### src/rtl/itvm_change_dispenser_if.sv
// Note-hopper handshake between the change dispenser and the hopper.
// The dispenser (master) raises eject_req with a denomination code in
// eject_note; the hopper (slave) answers with eject_ack once the note is out.
interface itvm_change_dispenser_if;
  logic       eject_req;
  logic [1:0] eject_note;
  logic       eject_ack;

  modport master (output eject_req, output eject_note, input eject_ack);
  modport slave  (input eject_req, input eject_note, output eject_ack);
endinterface

### src/rtl/itvm_change_dispenser.sv
// Change dispenser for the ticket vending machine.
// Pays a refund one note at a time, choosing the largest note (1000, 500, 100, 50)
// that still fits the unpaid balance and is in stock. Faults on an amount that is
// not a multiple of 50, on running out of suitable notes, or on a hopper that
// does not acknowledge within TIMEOUT cycles.
module itvm_change_dispenser #(
  parameter int AMT_W   = 14,
  parameter int INV_W   = 8,
  parameter int TIMEOUT = 255
) (
  input  logic                   clk,
  input  logic                   rst_n,
  input  logic                   start,
  input  logic [AMT_W-1:0]       amount,
  input  logic                   refill_en,
  input  logic [1:0]             refill_note,
  input  logic [INV_W-1:0]       refill_qty,
  input  logic                   clr,
  output logic                   busy,
  output logic                   done,
  output logic                   fault,
  output logic [AMT_W-1:0]       remaining,
  output logic [INV_W-1:0]       inv50,
  output logic [INV_W-1:0]       inv100,
  output logic [INV_W-1:0]       inv500,
  output logic [INV_W-1:0]       inv1000,
  itvm_change_dispenser_if.master hopper
);

  localparam int CNT_W = $clog2(TIMEOUT + 1);

  localparam logic [2:0] IDLE   = 3'd0;
  localparam logic [2:0] SELECT = 3'd1;
  localparam logic [2:0] EJECT  = 3'd2;
  localparam logic [2:0] DONE   = 3'd3;
  localparam logic [2:0] FAULT  = 3'd4;

  // Face value in taka of a denomination code.
  function automatic logic [AMT_W-1:0] denom_value(input logic [1:0] code);
    logic [AMT_W-1:0] v;
    case (code)
      2'd0:    v = AMT_W'(50);
      2'd1:    v = AMT_W'(100);
      2'd2:    v = AMT_W'(500);
      2'd3:    v = AMT_W'(1000);
      default: v = AMT_W'(1000);
    endcase
    return v;
  endfunction

  // Inventory add that pins at the counter maximum instead of wrapping.
  function automatic logic [INV_W-1:0] sat_add(input logic [INV_W-1:0] a,
                                               input logic [INV_W-1:0] b);
    logic [INV_W:0] s;
    s = {1'b0, a} + {1'b0, b};
    if (s[INV_W]) begin
      return {INV_W{1'b1}};
    end else begin
      return s[INV_W-1:0];
    end
  endfunction

  logic [2:0]       state_r;
  logic [2:0]       state_s;
  logic [CNT_W-1:0] cnt_r;
  logic [AMT_W-1:0] remaining_r;
  logic [1:0]       note_r;
  logic [INV_W-1:0] inv_r [4];
  logic             busy_r;
  logic             done_r;
  logic             fault_r;
  logic             eject_req_r;
  logic             sel_ok_s;
  logic [1:0]       sel_code_s;
  logic             ack_s;
  logic             bad_amount_s;
  logic             refill_ok_s;

  assign ack_s        = hopper.eject_ack && (state_r == EJECT);
  assign bad_amount_s = (amount % AMT_W'(50)) != {AMT_W{1'b0}};
  assign refill_ok_s  = refill_en && ((state_r == IDLE) || (state_r == FAULT));

  // Greedy pick: largest in-stock note not exceeding the unpaid balance.
  always_comb begin
    sel_ok_s   = 1'b0;
    sel_code_s = 2'd0;
    if ((inv_r[3] != {INV_W{1'b0}}) && (remaining_r >= denom_value(2'd3))) begin
      sel_ok_s   = 1'b1;
      sel_code_s = 2'd3;
    end else if ((inv_r[2] != {INV_W{1'b0}}) && (remaining_r >= denom_value(2'd2))) begin
      sel_ok_s   = 1'b1;
      sel_code_s = 2'd2;
    end else if ((inv_r[1] != {INV_W{1'b0}}) && (remaining_r >= denom_value(2'd1))) begin
      sel_ok_s   = 1'b1;
      sel_code_s = 2'd1;
    end else if ((inv_r[0] != {INV_W{1'b0}}) && (remaining_r >= denom_value(2'd0))) begin
      sel_ok_s   = 1'b1;
      sel_code_s = 2'd0;
    end else begin
      sel_ok_s   = 1'b0;
      sel_code_s = 2'd0;
    end
  end

  // Next-state decision; an ack in the last wait cycle beats the timeout.
  always_comb begin
    state_s = state_r;
    case (state_r)
      IDLE: begin
        if (start) begin
          state_s = bad_amount_s ? FAULT : SELECT;
        end else begin
          state_s = IDLE;
        end
      end
      SELECT: begin
        if (remaining_r == {AMT_W{1'b0}}) begin
          state_s = DONE;
        end else if (sel_ok_s) begin
          state_s = EJECT;
        end else begin
          state_s = FAULT;
        end
      end
      EJECT: begin
        if (ack_s) begin
          state_s = SELECT;
        end else if (cnt_r == CNT_W'(TIMEOUT)) begin
          state_s = FAULT;
        end else begin
          state_s = EJECT;
        end
      end
      DONE:    state_s = IDLE;
      FAULT:   state_s = clr ? IDLE : FAULT;
      default: state_s = IDLE;
    endcase
  end

  // State register and Moore output flags, registered from the next state.
  always_ff @(posedge clk or negedge rst_n) begin
    if (!rst_n) begin
      state_r     <= IDLE;
      busy_r      <= 1'b0;
      done_r      <= 1'b0;
      fault_r     <= 1'b0;
      eject_req_r <= 1'b0;
    end else begin
      state_r     <= state_s;
      busy_r      <= (state_s == SELECT) || (state_s == EJECT);
      done_r      <= (state_s == DONE);
      fault_r     <= (state_s == FAULT);
      eject_req_r <= (state_s == EJECT);
    end
  end

  // Balance, selected note and acknowledge-wait counter.
  always_ff @(posedge clk or negedge rst_n) begin
    if (!rst_n) begin
      remaining_r <= {AMT_W{1'b0}};
      note_r      <= 2'd0;
      cnt_r       <= {CNT_W{1'b0}};
    end else begin
      case (state_r)
        IDLE: begin
          if (start) begin
            remaining_r <= amount;
          end
        end
        SELECT: begin
          cnt_r <= {CNT_W{1'b0}};
          if (sel_ok_s) begin
            note_r <= sel_code_s;
          end
        end
        EJECT: begin
          if (ack_s) begin
            remaining_r <= remaining_r - denom_value(note_r);
          end else begin
            cnt_r <= cnt_r + CNT_W'(1);
          end
        end
        default: begin
          cnt_r <= {CNT_W{1'b0}};
        end
      endcase
    end
  end

  // Per-denomination stock: decrement on a paid note, saturating refill when idle or faulted.
  always_ff @(posedge clk or negedge rst_n) begin
    if (!rst_n) begin
      for (int i = 0; i < 4; i++) begin
        inv_r[i] <= {INV_W{1'b0}};
      end
    end else if (ack_s) begin
      inv_r[note_r] <= inv_r[note_r] - INV_W'(1);
    end else if (refill_ok_s) begin
      inv_r[refill_note] <= sat_add(inv_r[refill_note], refill_qty);
    end
  end

  assign busy              = busy_r;
  assign done              = done_r;
  assign fault             = fault_r;
  assign remaining         = remaining_r;
  assign inv50             = inv_r[0];
  assign inv100            = inv_r[1];
  assign inv500            = inv_r[2];
  assign inv1000           = inv_r[3];
  assign hopper.eject_req  = eject_req_r;
  assign hopper.eject_note = note_r;

endmodule
### src/flat_wrapper.sv
// flat-port wrapper written by rule: the top's interface ports become plain ports
module itvm_change_dispenser_flat 
#(
  parameter int AMT_W   = 14,
  parameter int INV_W   = 8,
  parameter int TIMEOUT = 255
)
  (clk, rst_n, start, amount, refill_en, refill_note, refill_qty, clr, busy, done, fault, remaining, inv50, inv100, inv500, inv1000, hopper_eject_req, hopper_eject_note, hopper_eject_ack);
  itvm_change_dispenser_if hopper_i ();
  input  logic clk;
  input  logic rst_n;
  input  logic start;
  input  logic [AMT_W-1:0] amount;
  input  logic refill_en;
  input  logic [1:0] refill_note;
  input  logic [INV_W-1:0] refill_qty;
  input  logic clr;
  output logic busy;
  output logic done;
  output logic fault;
  output logic [AMT_W-1:0] remaining;
  output logic [INV_W-1:0] inv50;
  output logic [INV_W-1:0] inv100;
  output logic [INV_W-1:0] inv500;
  output logic [INV_W-1:0] inv1000;
  output wire logic [$bits(hopper_i.eject_req)-1:0] hopper_eject_req;
  output wire logic [$bits(hopper_i.eject_note)-1:0] hopper_eject_note;
  input wire logic [$bits(hopper_i.eject_ack)-1:0] hopper_eject_ack;
  assign hopper_eject_req = hopper_i.eject_req;
  assign hopper_eject_note = hopper_i.eject_note;
  assign hopper_i.eject_ack = hopper_eject_ack;
  itvm_change_dispenser #(.AMT_W(AMT_W), .INV_W(INV_W), .TIMEOUT(TIMEOUT)) u_core (.clk(clk), .rst_n(rst_n), .start(start), .amount(amount), .refill_en(refill_en), .refill_note(refill_note), .refill_qty(refill_qty), .clr(clr), .busy(busy), .done(done), .fault(fault), .remaining(remaining), .inv50(inv50), .inv100(inv100), .inv500(inv500), .inv1000(inv1000), .hopper(hopper_i));
endmodule
### config.mk
export PLATFORM = sky130hd
export DESIGN_NAME = itvm_change_dispenser_flat
export DESIGN_NICKNAME = d
export VERILOG_FILES = /design/src/rtl/itvm_change_dispenser_if.sv /design/src/rtl/itvm_change_dispenser.sv /design/src/flat_wrapper.sv
export SDC_FILE = /design/constraint.sdc
export NUM_CORES = 1
export LEC_CHECK = 0
export ABC_AREA = 1
export CAP_MARGIN = 40
export CORE_MARGIN = 4
export CORE_UTILIZATION = 35
export DETAILED_ROUTE_END_ITERATION = 7
export HOLD_SLACK_MARGIN = 0.03
export PLACE_DENSITY_LB_ADDON = 0.08
export SLEW_MARGIN = 20
export SYNTH_ARGS = -nofsm -noshare
export SYNTH_HDL_FRONTEND = slang
export SYNTH_SLANG_ARGS = --single-unit
export TNS_END_PERCENT = 30
### constraint.sdc
create_clock -name clk -period 3.95 [get_ports clk]
set_input_delay 0.395 -clock clk [delete_from_list [all_inputs] [get_ports clk]]
set_output_delay 0.395 -clock clk [all_outputs]
set_load 0.005 [all_outputs]
After elaboration in Yosys (flattened, before gate mapping)
Cells that the tools add are included.
- output and inout port bits: 52
- bits of input ports: 30
- logic and storage cells: 105
- bits in registers: 63
- multiplexer cells: 40
- add/subtract/negate cells: 4
- div/mod/pow operators: 1
- reductions and logical operators: 23
- bitwise logic cells: 3
- $lt $le $gt $ge: 8
- eq/ne operators: 14
- operators with widths (cell ; count):
    2-to-1 mux 8 bit ; 10
    bitwise mux 32 bit ; 2
    2-to-1 mux 32 bit ; 2
    2-to-1 mux 14 bit ; 4
    case mux 14 bit (4 select lines) ; 1
    binary-select mux 8 bit (select 2 bit) ; 2
    demux 8 bit (select 2 bit) ; 2
    nonzero test 8 bit ; 4
    case mux 14 bit (2 select lines) ; 1
    2-to-1 mux 3 bit ; 7
    case mux 8 bit (2 select lines) ; 1
    greater-or-equal comparator 14 x 10 -> 1 bit (second input constant) ; 1
    greater-or-equal comparator 14 x 6 -> 1 bit (second input constant) ; 1
    greater-or-equal comparator 14 x 7 -> 1 bit (second input constant) ; 1
    greater-or-equal comparator 14 x 9 -> 1 bit (second input constant) ; 1
    logical NOT 14 bit ; 1
    remainder unit 14 x 6 -> 14 bit (second input constant) ; 1
    nonzero test 14 bit ; 1
    subtractor 14 bit ; 1
    case mux 3 bit (4 select lines) ; 1
    adder 8 x 8 -> 9 bit ; 1
    == test 3 x 2 -> 1 bit (second input constant) ; 3
    adder 8 x 1 -> 8 bit (second input constant) ; 1
    == test 8 bit (second input constant) ; 1
    20 further kinds ; 42

Depth between registers and ports, before layout
- depth after elaboration: 11
- mapped depth: 56
- depth with buffers taken out: 56

Worst setup path after synthesis
No wires, ideal clock.
- kind: input port to flip-flop
- start point: input amount[10]
- end point: register u_core.busy_r (netlist: u_core.busy)
- setup time: 0.118 ns
- data required time: 3.832 ns
- cell stages on the path: 54
- path buffers: 0
- arrival: 4.501 ns
- slack: -0.669 ns
- cells stage by stage: nor2_2 > nand2_2 > nand2_2 > nand2_1 > inv_2 > nand2_2 > inv_2 > nand2_2 > nand2_4 > nand3_2 > nand2_2 > nand2_4 > nand3_4 > nand2_4 > nand2_2 > nand2_2 > nor2_4 > nand2_2 > (+18 left out) > nor2_1 > nand2_2 > nand2_2 > nand2_1 > nand2_1 > inv_1 > ha_1 > nand2_1 > inv_1 > nand2_1 > nor2_1 > nand2_2 > nand2_1 > nand2_1 > nor2_2 > nand3_1 > nand3_1 > nand2_1
- longest elaborated chain between the ends: 7
- elaborated cells on any way between the ends: 8
- classes of those cells: div: 1; eq/ne: 2; mux: 3; reduce/logical: 2
- ends and longest elaborated chain (item ; RTL line ; source):
    start: declaration ; flat_wrapper.sv:13 ; input logic [AMT_W-1:0] amount;
    remainder unit 14 x 6 -> 14 bit (*) ; itvm_change_dispenser.sv:80 ; assign bad_amount_s = (amount % AMT_W'(50)) != {AMT_W{1'b0}};
    nonzero test 14 bit (*) ; itvm_change_dispenser.sv:80 ;
    2-to-1 mux 3 bit (*) ; itvm_change_dispenser.sv:111 ; state_s = bad_amount_s ? FAULT : SELECT;
    2-to-1 mux 3 bit (*) ; itvm_change_dispenser.sv:110 ; if (start) begin
    case mux 3 bit (4 select lines) (*) ; itvm_change_dispenser.sv:108 ; case (state_r)
    == test 3 x 1 -> 1 bit or == test 3 x 2 -> 1 bit (tied branches) ; itvm_change_dispenser.sv:150 ; busy_r <= (state_s == SELECT) || (state_s == EJECT);
    logical OR 1 bit (*) ; itvm_change_dispenser.sv:150 ;
    end signal: assignment ; itvm_change_dispenser.sv:150 ;
    end: declaration ; itvm_change_dispenser.sv:69 ; logic busy_r;
Every way passes the cells marked *; elsewhere a longest branch is shown, timed or not.
A chain may end at the register's enable or synchronous reset.

Worst setup path after layout
- start point: input amount[10]
- end point: register u_core.busy_r (netlist: u_core.busy)
- longest elaborated chain between the ends: 7
- elaborated cells on any way between the ends: 8
- classes of those cells: div: 1; eq/ne: 2; mux: 3; reduce/logical: 2
- ends and longest elaborated chain (item ; RTL line ; source):
    remainder unit 14 x 6 -> 14 bit (*) ; itvm_change_dispenser.sv:80 ;
    nonzero test 14 bit (*) ; itvm_change_dispenser.sv:80 ;
    2-to-1 mux 3 bit (*) ; itvm_change_dispenser.sv:111 ;
    2-to-1 mux 3 bit (*) ; itvm_change_dispenser.sv:110 ;
    case mux 3 bit (4 select lines) (*) ; itvm_change_dispenser.sv:108 ;
    net u_core.state_s[0] ; itvm_change_dispenser.sv:64 ; logic [2:0] state_s;
    == test 3 x 1 -> 1 bit or == test 3 x 2 -> 1 bit (tied branches) ; itvm_change_dispenser.sv:150 ;
    logical OR 1 bit (*) ; itvm_change_dispenser.sv:150 ;
The timed path passes the listed nets; every way through them passes the cells marked *.

==> results.py <==
metrics = {
    "synthesis": {
        "synth_flop_cell": "dfrtp_1",
        "yosysSeqAreaShare_pct": 27.0,
        "synth_area_mm2": 0.00583,
        "async_reset_ff_share_pct": 100,
        "synth.top_cell.area_share_pct": 27.0,
        "synth-seq-cells": 63,
        "syn_inst": 855,
        "synth_edf_count": 0,
        "synth_nets": 911,
        "ys_top_cells_by_area": "dfrtp_1, nand2_1, inv_1, ha_1, nor2_1",
        "synth_warnings": 0,
        "ys_types": 46,
        "postSynthAreaPerCell_um2": 6.82,
        "synth_top_area_cell": "dfrtp_1",
    },
    "detailed_routing": {
        "totalWireLength_mm": 18.5,
        "initialDrtViolationCount": 383,
        "wl_per_cell_um": 14.8,
        "vias_per_cell": 4.99,
        "num_vias": 6259,
        "route.detailed.drc": 0,
        "ant_nets": 0,
        "drtPass1Iterations": 5,
    },
    "pwr": {
        "finalPower_w": 0.00739,
        "p_per_area_mw_per_mm2": 888,
        "leakagePower_nw": 4.01,
        "peakVddDrop_uv": 595,
    },
    "final_layout": {
        "stdcell_count": 1255,
        "nets": 1091,
        "drive_gt1_share_pct": 23.5,
        "antenna_cells": 0,
        "area_growth_pct": 42.7,
    },
    "critical_path": {
        "cpPeakStageDelay_ns": 0.18,
        "cp.arrival_ns": 4.84,
        "crit_path_top_delay_cell": "o211ai_1",
        "cp.required_ns": 4.18,
        "start_kind": "input port",
        "critPathMaxFanout": 5,
        "crit_type": "input port to flop",
        "end_kind": "flop",
        "critPathMostFrequentCell": "nand2_4",
    },
    "placement": {
        "portBuffers": 81,
        "gp_congestion": 0.834,
        "place_ws_ns": -1.47,
        "placed_cells": 1215,
        "dp_hpwl_mm": 14.1,
    },
    "timing": {
        "post-route-period-util_pct": 117,
        "skew_ns": 0.00616,
        "maxSlewHeadroom_pct": 55.2,
        "rsz0062_at_grt": "true",
        "finalHoldViolCount": 0,
        "finalSetupTns_ns": -3.13,
        "finalSetupViolCount": 5,
        "worstMarginPinSlew_ns": 0.671,
        "timing.final.ws_setup_ns": -0.668,
        "slew_viol_final": 0,
        "fmax_mhz": 217,
        "fin_crit_ns": 4.62,
    },
    "die": {
        "start_util_pct": 36.2,
        "rows": 46,
        "die_x_um": 137,
        "core_mm2": 0.0161,
        "die_h_um": 137,
        "pin_count": 82,
        "dieArea_mm2": 0.0188,
    },
    "status": {
        "failed_checks": "setup timing",
        "status": "finished with violations",
    },
    "grt": {
        "grt_max_degree": 26,
        "track_usage_pct": 19.9,
        "antenna_found_initial": 0,
        "gr-total-overflow": 0,
        "grt_pass1_wl_mm": 30.0,
        "grt_pass1_vias": 6153,
    },
    "clocking": {
        "cts_sinks": 63,
        "numCtsBuffers": 9,
        "htree_levels": 3,
        "cts_tree": "built",
        "clk_latency_ns": 0.33,
        "cts_root_buffer": "clkbuf_16",
        "cts.reportedPaths.clkPinSlew_ns": 0.05,
        "cts.path.max_buffers": 2,
    },
    "job": {
        "maxCapViolations": 0,
    },
    "hold_path": {
        "hp-class": "input port to flop",
    },
}
==> cell usage in the layout (no fill, tap or decap), types with 5 or more instances in the layout <==
cell / instances
nand2_1: 178
inv_1: 112
buf_4: 95
nor2_1: 74
clkdlybuf4s50_1: 74
dfrtp_1: 63
a21oi_1: 46
o21ai_0: 45
nand3_1: 38
nand2_4: 33
nand2_2: 27
ha_1: 24
a31oi_1: 22
a22oi_1: 19
inv_2: 16
xor2_1: 13
nand3_2: 11
o21ai_1: 9
clkbuf_16: 9
nor2_4: 8
nor3_1: 8
nor4_1: 8
o211ai_1: 8
nand4_1: 7
nand4_4: 6
nand2_8: 6
nand3b_1: 5
a32o_1: 5
xnor2_1: 5
==> Yosys cell counts (3+ instances only) <==
| cell | count |
|---|---|
| clkinv_1 | 3 |
| nand2_4 | 15 |
| a22oi_1 | 19 |
| nor2_2 | 5 |
| nor2_1 | 75 |
| inv_2 | 14 |
| nand3b_1 | 5 |
| a21oi_1 | 47 |
| nand4_1 | 7 |
| nand2_1 | 198 |
| o21ai_0 | 47 |
| clkbuf_1 | 8 |
| o21ai_1 | 9 |
| nand3_1 | 47 |
| inv_1 | 114 |
| nand2_2 | 31 |
| o22ai_1 | 3 |
| o211ai_1 | 8 |
| ha_1 | 24 |
| a31oi_1 | 22 |
| xnor2_1 | 5 |
| dfrtp_1 | 63 |
| o221ai_1 | 4 |
| nor4_1 | 8 |
| xor2_1 | 16 |
| nor2_4 | 3 |
| a32oi_1 | 4 |
| nand4_2 | 6 |
| o21bai_1 | 3 |
| nand3_2 | 5 |
| nor3_1 | 9 |
| a32o_1 | 5 |
| or2_2 | 3 |
==> final timing paths <==
check	end	cells after the start	startpoint	slack [ns]
worst max-delay path	u_core.busy	49	amount[10]	-0.67
worst min-delay path	u_core.remaining[10]	4	amount[10]	0.43
worst max register to register	u_core.remaining[10]	17	u_core.hopper.eject_note[0]	0.93
worst min register to register	u_core.cnt_r[0]	1	u_core.cnt_r[0]	0.51
max in group asynchronous	u_core.remaining[5]	3	rst_n	2.66
min in group asynchronous	u_core.inv1000[4]	2	rst_n	0.55
==> through the flow <==
step / hold slack [ns] / cell area (um^2) / utilization, %
3_3_place_gp: 0.497 / 7430 / 46.1
3_5_place_dp: 0.373 / 7450 / 46.3
6_report: 0.428 / 8320 / 51.7
4_1_cts: 0.429 / 8060 / 50.0
2_1_floorplan: 0.0994 / 5840 / -
5_1_grt: 0.469 / 8320 / 51.7
==> cell families after synthesis <==
logic type | synth area share, %
adder cells (fa/ha/maj) | 5.84
XOR/XNOR | 3.15
flip-flops | 27.0
AND/OR/NAND/NOR | 36.1
AO/OA/AOI/OAI | 18.8
buffers and inverters | 9.08
==> state kept, by name, summed over array words and instances, names as in the netlist <==
register,cells
u_core.hopper.eject_note,2
u_core.inv100,8
u_core.cnt_r,8
u_core.inv50,8
u_core.inv500,8
u_core.busy,1
u_core.remaining,14
u_core.done,1
u_core.hopper.eject_req,1
u_core.state_r,3
u_core.fault,1
u_core.inv1000,8
==> power breakdown <==
| group | total (W) | internal, W | switching [W] |
|---|---|---|---|
| sequential | 0.00123 | 0.000876 | 0.000355 |
| combinational | 0.00535 | 0.00243 | 0.00292 |
| clock | 0.000810 | 0.000518 | 0.000291 |
| total | 0.00739 | 0.00383 | 0.00356 |
==> repair_timing <==
action                                  4_1_cts  5_1_grt
pin swaps                                    47       44
endpoints found under the setup margin        5        5
endpoints found under the hold margin        16        0
hold buffers                                  1        0
setup buffers                                14       10
gates resized for setup                      65       42
==> per-layer routing <==
metal / part of all wire [%] / track usage [%] / vias to the layer above
li1: - / - / 3224
met1: 45 / 25.9 / 2901
met2: 50 / 35.1 / 114
met3: 3.4 / 2.13 / 20
met4: 1.7 / 5.21 / 0
met5: 0 / 0 / -
==> worst max-delay path, delay by kind of cell <==
family	cells	cell delay [ns]
and+or+nand+nor	36	3.15
buffers and inverters	11	0.96
AOI/OAI and AO/OA	2	0.31
==> final cells by class <==
type	instances	area, um^2
fill	1588	7790
multi-input combinational	651	4130
sequential	63	1580
timing repair buffer	179	1560
inverter	131	492
tap	216	270
clock buffer	12	256
clock inverter	3	42.5
Note: power is estimated with default switching activity, not from simulation.
